<file path="src/rtl/cpu_pkg.sv">
`default_nettype none
// ============================================================================
//  Module      : cpu_pkg
//  Description : Shared opcode and phase encodings for the 8-bit
//                accumulator CPU.
//  Revision    : 1.0 - initial release
// ============================================================================
package cpu_pkg;

    localparam int OPCODE_W = 3;

    typedef enum logic [2:0] {
        HLT = 3'd0,
        SKZ = 3'd1,
        ADD = 3'd2,
        AND = 3'd3,
        XOR = 3'd4,
        LDA = 3'd5,
        STO = 3'd6,
        JMP = 3'd7
    } opcode_t;

    typedef enum logic [2:0] {
        INST_ADDR  = 3'd0,
        INST_FETCH = 3'd1,
        INST_LOAD  = 3'd2,
        IDLE       = 3'd3,
        OP_ADDR    = 3'd4,
        OP_FETCH   = 3'd5,
        ALU_OP     = 3'd6,
        STORE      = 3'd7
    } phase_t;

endpackage : cpu_pkg
`default_nettype wire

</file>
<file path="src/rtl/phase_counter.sv">
`default_nettype none
// ============================================================================
//  Module      : phase_counter
//  Description : Generic wrapping up-counter with a hold input and
//                asynchronous active-low reset.
//  Revision    : 1.0 - initial release
// ============================================================================
module phase_counter #(
    parameter int WIDTH = 3
) (
    input  logic             clk,
    input  logic             rst,
    input  logic             hold,
    output logic [WIDTH-1:0] count
);

    logic [WIDTH-1:0] r_count;

    // Count up every cycle unless held; wraps naturally at 2**WIDTH.
    always_ff @(posedge clk or negedge rst) begin
        if (!rst) begin
            r_count <= '0;
        end else if (!hold) begin
            r_count <= r_count + 1'b1;
        end
    end

    assign count = r_count;

endmodule : phase_counter
`default_nettype wire

</file>
<file path="src/rtl/risc_sequencer.sv">
`default_nettype none
// ============================================================================
//  Module      : risc_sequencer
//  Description : 8-phase instruction sequencer and control decoder for the
//                accumulator CPU. Stops on HLT until reset.
//  Revision    : 1.0 - initial release
// ============================================================================
module risc_sequencer
    import cpu_pkg::*;
#(
    parameter int OPCODE_W = cpu_pkg::OPCODE_W
) (
    input  logic                clk,
    input  logic                rst,
    input  logic [OPCODE_W-1:0] opcode,
    input  logic                zero,
    output logic                mem_rd,
    output logic                load_ir,
    output logic                inc_pc,
    output logic                load_pc,
    output logic                load_ac,
    output logic                mem_wr,
    output logic                halt,
    output logic [2:0]          phase
);

    logic [2:0] w_count;
    phase_t     w_phase;
    opcode_t    w_op;
    logic       w_aluop;
    logic       w_halt_now;
    logic       w_hold;
    logic       r_halted;

    assign w_phase    = phase_t'(w_count);
    assign w_op       = opcode_t'(opcode);
    assign w_aluop    = (w_op == ADD) || (w_op == AND) ||
                        (w_op == XOR) || (w_op == LDA);
    assign w_halt_now = (w_phase == OP_ADDR) && (w_op == HLT);
    // Holding on the HLT edge itself keeps the phase parked at OP_ADDR
    // on the same edge that sets the halted flag.
    assign w_hold     = r_halted || w_halt_now;

    phase_counter #(
        .WIDTH (3)
    ) u_phase_counter (
        .clk   (clk),
        .rst   (rst),
        .hold  (w_hold),
        .count (w_count)
    );

    // Sticky halted flag, cleared only by reset.
    always_ff @(posedge clk or negedge rst) begin
        if (!rst) begin
            r_halted <= 1'b0;
        end else if (w_halt_now) begin
            r_halted <= 1'b1;
        end
    end

    // Control decode from phase, halted flag and opcode.
    always_comb begin
        mem_rd  = 1'b0;
        load_ir = 1'b0;
        inc_pc  = 1'b0;
        load_pc = 1'b0;
        load_ac = 1'b0;
        mem_wr  = 1'b0;
        halt    = 1'b0;
        if (r_halted) begin
            halt = 1'b1;
        end else begin
            case (w_phase)
                INST_ADDR: ;
                INST_FETCH: begin
                    mem_rd = 1'b1;
                end
                INST_LOAD, IDLE: begin
                    mem_rd  = 1'b1;
                    load_ir = 1'b1;
                end
                OP_ADDR: begin
                    inc_pc = 1'b1;
                    halt   = (w_op == HLT);
                end
                OP_FETCH: begin
                    mem_rd = w_aluop;
                end
                ALU_OP: begin
                    mem_rd  = w_aluop;
                    load_ac = w_aluop;
                    inc_pc  = (w_op == SKZ) && zero;
                    load_pc = (w_op == JMP);
                end
                STORE: begin
                    mem_rd  = w_aluop;
                    load_ac = w_aluop;
                    inc_pc  = (w_op == JMP);
                    load_pc = (w_op == JMP);
                    mem_wr  = (w_op == STO);
                end
                default: ;
            endcase
        end
    end

    assign phase = w_count;

endmodule : risc_sequencer
`default_nettype wire

</file>
<file path="config.mk">
export PLATFORM = sky130hd
export DESIGN_NAME = risc_sequencer
export DESIGN_NICKNAME = d
export VERILOG_FILES = /design/src/rtl/cpu_pkg.sv /design/src/rtl/phase_counter.sv /design/src/rtl/risc_sequencer.sv
export SDC_FILE = /design/constraint.sdc
export NUM_CORES = 1
export LEC_CHECK = 0
export CAP_MARGIN = 20
export CORE_AREA = 4 4 41 43
export CTS_CLUSTER_SIZE = 8
export DETAILED_ROUTE_END_ITERATION = 10
export DIE_AREA = 0 0 45 47
export GPL_TIMING_DRIVEN = 0
export SYNTH_ARGS = -nofsm -noshare
export SYNTH_HDL_FRONTEND = slang
export SYNTH_HIERARCHICAL = 1
export SYNTH_SLANG_ARGS = --single-unit
</file>
<file path="constraint.sdc">
create_clock -name clk -period 4.22 [get_ports clk]
set_input_delay 0.844 -clock clk [delete_from_list [all_inputs] [get_ports clk]]
set_output_delay 0.844 -clock clk [all_outputs]
set_load 0.02 [all_outputs]
</file>
==> results.toml, run 1 <==
[status]
status = "complete, no violations"

[grt]
met1_usage_pct = 9.40
antenna_found_initial = 0
use_met3_pct = 3.83
grt_overflow = 0
use_met2_pct = 12.1
grt_max_degree = 9
grt-busiest-layer = "met2"
grt.total_usage_pct = 8.16
grt_pass1_wl_mm = 1.21
grt_pass1_vias = 300

[finish]
final_layout_size_suffix_gt1_share_pct = 11.1
design_area_sq_um = 465
final_cell_mix = "clkdlybuf4s50_1, nor2_1, dfrtp_1"
final_nets = 54
antennaDiodeCount = 0
syn_to_final_growth_pct = 69.9
final_common_cell = "clkdlybuf4s50_1"

[die]
num_io_pins = 16
core_area_sq_um = 1300
die_h_microns = 47
rows = 13
dieArea_sq_um = 2120
die_w_microns = 45
start_util_pct = 21.1

[synth]
synthCells = 27
synth_fp_nets = 34
ys_types = 16
netlist_top_cells_area = "dfrtp_1, xnor2_1, a41o_1"
synth_seq_cells = 4
synth_top_area_cell = "dfrtp_1"
yosysWarningCount = 6
ys_seq_area_share_pct = 36.5
yosysTopAreaCellShare_pct = 36.5
netlist_area_sq_um = 274
syn_avg_cell_area_sq_um = 10.1

[placement]
place_congestion = 0.634
portBuffers = 15
postPlaceCellArea_sq_um = 443
dp_hpwl_microns = 561

[drt]
antenna_left = 0
vias = 283
drtIter0Drc = 1
routedWlPerCell_microns = 11.4
viasPerCell = 4.72
firstDrtPassIters = 2
drc = 0
wirelength_microns = 684

[timing]
worst_pin_slew_ns = 0.253
finalHoldViolations = 0
grt_setup_unrepaired = "false"
max_freq_mhz = 280
finalClockSkew_ns = 0.000931
fin_tns_setup_ns = 0
setup_violations = 0
timing.final.crit_period_ns = 3.57
finalMaxSlewViolations = 0
period_share_pct = 84.7
slew_headroom_pct = 83.2

[setup_path]
cp-startpoint = "opcode[1]"
r2r_start = "u_phase_counter/count[0]"
r2r_slack_ns = 2.77
crit_arrival_ns = 2.73
worstSetupPathType = "in2out"
critPathRequiredTime_ns = 3.38
critPathCaptureType = "primary output"
startpoint_type = "input port"
r2r-end = "u_phase_counter/count[1]"
reg2regPathDepth = 3
crit_fanout = 5

[power]
p_sw_share_pct = 41.2
seq_power_share_pct = 27.6
combPwrFrac_pct = 59.2
power_density_nw_per_um2 = 755
ir_drop_mv = 0.358
p_switching_mw = 0.145
leakage_nw = 0.186
clockPowerShare_pct = 13.2
p_int_mw = 0.207

[min_path]
hold_depth = 1
hold-path-endpoint = "r_halted"
min-delay-start = "r_halted"
hold_class = "reg2reg"

[clock_network]
tritoncts = "built"
clk_latency_ns = 0.23
post-cts-setup-buffer-count = 0
cts_sinks = 4
postCtsHoldBufs = 0
post_cts_resize_count = 0
root_buffer = "clkbuf_4"
cts_made_buffers = 3
clk_path_buf_depth = 2
cts.clk_slew.worst_paths_ns = 0.04
htreeDepth = 1

[job]
cap_viol_max_count = 0
sequential cells by signal (all words and copies together), names as in the netlist:
signal                 count
r_halted                   1
u_phase_counter/count      3
final cells by class:
| class | instances | area, sq um |
|---|---|---|
| fill | 141 | 836 |
| multi-input combinational | 22 | 170 |
| timing repair buffer | 15 | 150 |
| sequential | 4 | 100 |
| clock buffer | 3 | 22.5 |
| tap | 15 | 18.8 |
| inverter | 1 | 3.75 |
power groups by stage:
stage               sequential, mW  clock [mW]  combinational, mW
floorplan                    0.106           0              0.111
global placement            0.0966           0              0.209
detailed placement          0.0972           0              0.211
CTS                         0.0972      0.0499              0.212
global route                 0.103      0.0523              0.222
finish                      0.0971      0.0462              0.208
how the worst max path moves through the flow:
stage,endpoint
after floorplan,inc_pc
after global placement,inc_pc
after detailed placement,inc_pc
after CTS,inc_pc
after global routing,inc_pc
final,inc_pc
metrics by stage:
step	hold slack (ns)	utilization (%)	worst slack, ns	total power [mW]	instances
2_1_floorplan	0.504	-	1.66	0.217	27
3_3_place_gp	0.542	34.0	0.628	0.306	57
3_5_place_dp	0.539	34.0	0.625	0.308	57
4_1_cts	0.548	35.8	0.629	0.359	60
5_1_grt	0.572	35.8	0.520	0.378	60
6_report	0.548	35.8	0.646	0.351	60
critical path: stages:
cell	delay, ns
clkdlybuf4s50_1	0.48
or4b_1	0.53
a21oi_1	0.15
o21a_1	0.12
clkdlybuf4s50_1	0.60
cells in the mapped netlist (all sizes together):
| cell | instances |
|---|---|
| inv | 1 |
| nor3b | 2 |
| nand2b | 1 |
| nor2b | 1 |
| mux2 | 1 |
| a211oi | 1 |
| a41o | 2 |
| nand2 | 1 |
| o21a | 1 |
| a21oi | 1 |
| nand4 | 2 |
| xnor2 | 3 |
| nor2 | 4 |
| ha | 1 |
| or4b | 1 |
| dfrtp | 4 |
layer usage:
metal  wire length, microns  vias to the layer above
met1                    275                      133
met2                    355                        9
met3                     52                        0
li1                       -                      141
met4                      0                        0
met5                      0                        -
kinds of logic after synthesis:
family | after synthesis | share of synthesized area [%]
and+or+nand+nor | 12 | 27.8
xor gates and xnor gates | 3 | 9.59
AOI/OAI and AO/OA | 5 | 14.6
adders and majority gates | 1 | 4.57
buffers and inverters | 1 | 1.37
muxes | 1 | 5.48
DFF | 4 | 36.5
No activity file was read; power rests on OpenSTA's default activity.
==> run 2, diff against run 1 <==
==> constraint.sdc (replaced) <==
create_clock -name clk -period 3.7 [get_ports clk]
set_input_delay 0.74 -clock clk [delete_from_list [all_inputs] [get_ports clk]]
set_output_delay 0.74 -clock clk [all_outputs]
set_load 0.02 [all_outputs]
==> results of run 2 <==
Same layout as run 1 (identical final DEF). Status: complete, no violations.
Among the figures that moved: setup slack after placement 0.625 ns -> 0.313 ns; setup slack after layout 0.646 ns -> 0.334 ns; register-to-register setup slack 2.77 ns -> 2.25 ns; total power 0.351 mW -> 0.401 mW; worst IR drop on VDD 0.358 mV -> 0.409 mV
==> run 3, diff against run 2 <==
==> constraint.sdc (replaced) <==
create_clock -name clk -period 3.1 [get_ports clk]
set_input_delay 0.62 -clock clk [delete_from_list [all_inputs] [get_ports clk]]
set_output_delay 0.62 -clock clk [all_outputs]
set_load 0.02 [all_outputs]
==> results.toml, run 3 (synthesis results as in run 1) <==
[status]
status = "complete, no violations"

[finish]
syn_to_final_growth_pct = 69.4
final_cells = 60
final_common_cell = "clkdlybuf4s50_1"
design_area_sq_um = 464
final_cell_mix = "clkdlybuf4s50_1, nor2_1, dfrtp_1"
final_nets = 54
final_layout_size_suffix_gt1_share_pct = 11.1
largest_register_ffs = 3
antennaDiodeCount = 0

[clock_network]
clk_latency_ns = 0.23
cts_sinks = 4
cts_made_buffers = 3
htreeDepth = 1
postCtsHoldBufs = 0
cts.clk_slew.worst_paths_ns = 0.04
root_buffer = "clkbuf_4"
tritoncts = "built"
clk_path_buf_depth = 2

[power]
p_switching_mw = 0.196
p_sw_share_pct = 41.3
power_density_nw_per_um2 = 1020
combPwrFrac_pct = 58.9
p_int_mw = 0.279
seq_power_share_pct = 27.8
ir_drop_mv = 0.487
clockPowerShare_pct = 13.2
leakage_nw = 0.190

[grt]
grt_pass1_wl_mm = 1.21
antenna_found_initial = 0
grt_pass1_vias = 300
grt_overflow = 0
grt_max_degree = 9
grt.total_usage_pct = 8.16

[drt]
antenna_left = 0
drtIter0Drc = 1
routedWlPerCell_microns = 11.4
vias = 283
drc = 0
firstDrtPassIters = 2
viasPerCell = 4.72
wirelength_microns = 684

[setup_path]
critPathRequiredTime_ns = 2.48
worstSetupPathType = "in2out"
crit_fanout = 5
startpoint_type = "input port"
critPathCaptureType = "primary output"
crit_arrival_ns = 2.23

[timing]
finalMaxSlewViolations = 0
setup_ws_ns = 0.253
setup_violations = 0
period_share_pct = 91.8
finalHoldViolations = 0
timing.final.crit_period_ns = 2.85
finalClockSkew_ns = 0.000931
grt_setup_unrepaired = "false"
holdWs_ns = 0.548
worst_pin_slew_ns = 0.253
fin_tns_setup_ns = 0
max_freq_mhz = 351
slew_headroom_pct = 83.2

[placement]
dp_hpwl_microns = 561
place_congestion = 0.634
postPlaceCellArea_sq_um = 443
pre_cts_slack_ns = -0.0467
portBuffers = 15
dp_cells = 57

[die]
dieArea_sq_um = 2120
start_util_pct = 21.1
num_io_pins = 16
die_h_microns = 47
core_area_sq_um = 1300
rows = 13
die_w_microns = 45

[min_path]
hold_class = "reg2reg"

[job]
cap_viol_max_count = 0
==> run 3: worst max-delay path, cell delays in order <==
cell and delay [ns]:
clkdlybuf4s50_1 0.48, or4b_1 0.53, a21oi_1 0.15, o21a_1 0.11, dlygate4sd2_1 0.32
==> run 3: layout make-up <==
type	instances	area, sq um
multi-input cells	22	170
repair buffers	15	149
well taps	15	18.8
flip-flops and latches	4	100
clock buffers	3	22.5
fillers	140	837
inverters	1	3.75
==> run 3: path summary, 6_finish.rpt <==
check / from / endpoint / slack [ns] / cells after the start
worst min-delay path: r_halted / r_halted / 0.55 / 1
worst max register to register: u_phase_counter/count[0] / u_phase_counter/count[1] / 1.65 / 3
worst max-delay path: opcode[1] / inc_pc / 0.25 / 5
min in group asynchronous: rst / r_halted / 0.59 / 1
max in group asynchronous: rst / u_phase_counter/count[0] / 2.34 / 1
worst min register to register: r_halted / r_halted / 0.55 / 1
==> run 3: timing repair <==
item | CTS | global route
resized for setup | 1 | 0
setup buffers | 0 | 0
endpoints found under the setup margin | 1 | 0
endpoints found under the hold margin | 0 | 0
==> run 3: power by group through the flow <==
stage | combinational (mW) | sequential (mW) | clock (mW)
after floorplan | 0.151 | 0.145 | 0
after global placement | 0.284 | 0.132 | 0
after detailed placement | 0.287 | 0.132 | 0
after CTS | 0.286 | 0.132 | 0.0679
after global routing | 0.300 | 0.141 | 0.0712
final | 0.280 | 0.132 | 0.0630
==> run 3: per-layer routing <==
metal	routed length, microns	part of all wire, %	vias up	global-route usage (%)
met4	0	0	0	5.26
met3	53	7.7	0	3.83
met1	275	40	133	9.40
met5	0	0	-	0
met2	355	52	9	12.1
li1	-	-	141	-
==> run 3: per-stage QoR <==
| step | power (mW) | utilization, % |
|---|---|---|
| 3_3_place_gp | 0.416 | 34.0 |
| 5_1_grt | 0.512 | 35.7 |
| 2_1_floorplan | 0.296 | - |
| 3_5_place_dp | 0.419 | 34.0 |
| 4_1_cts | 0.486 | 35.7 |
| 6_report | 0.475 | 35.7 |
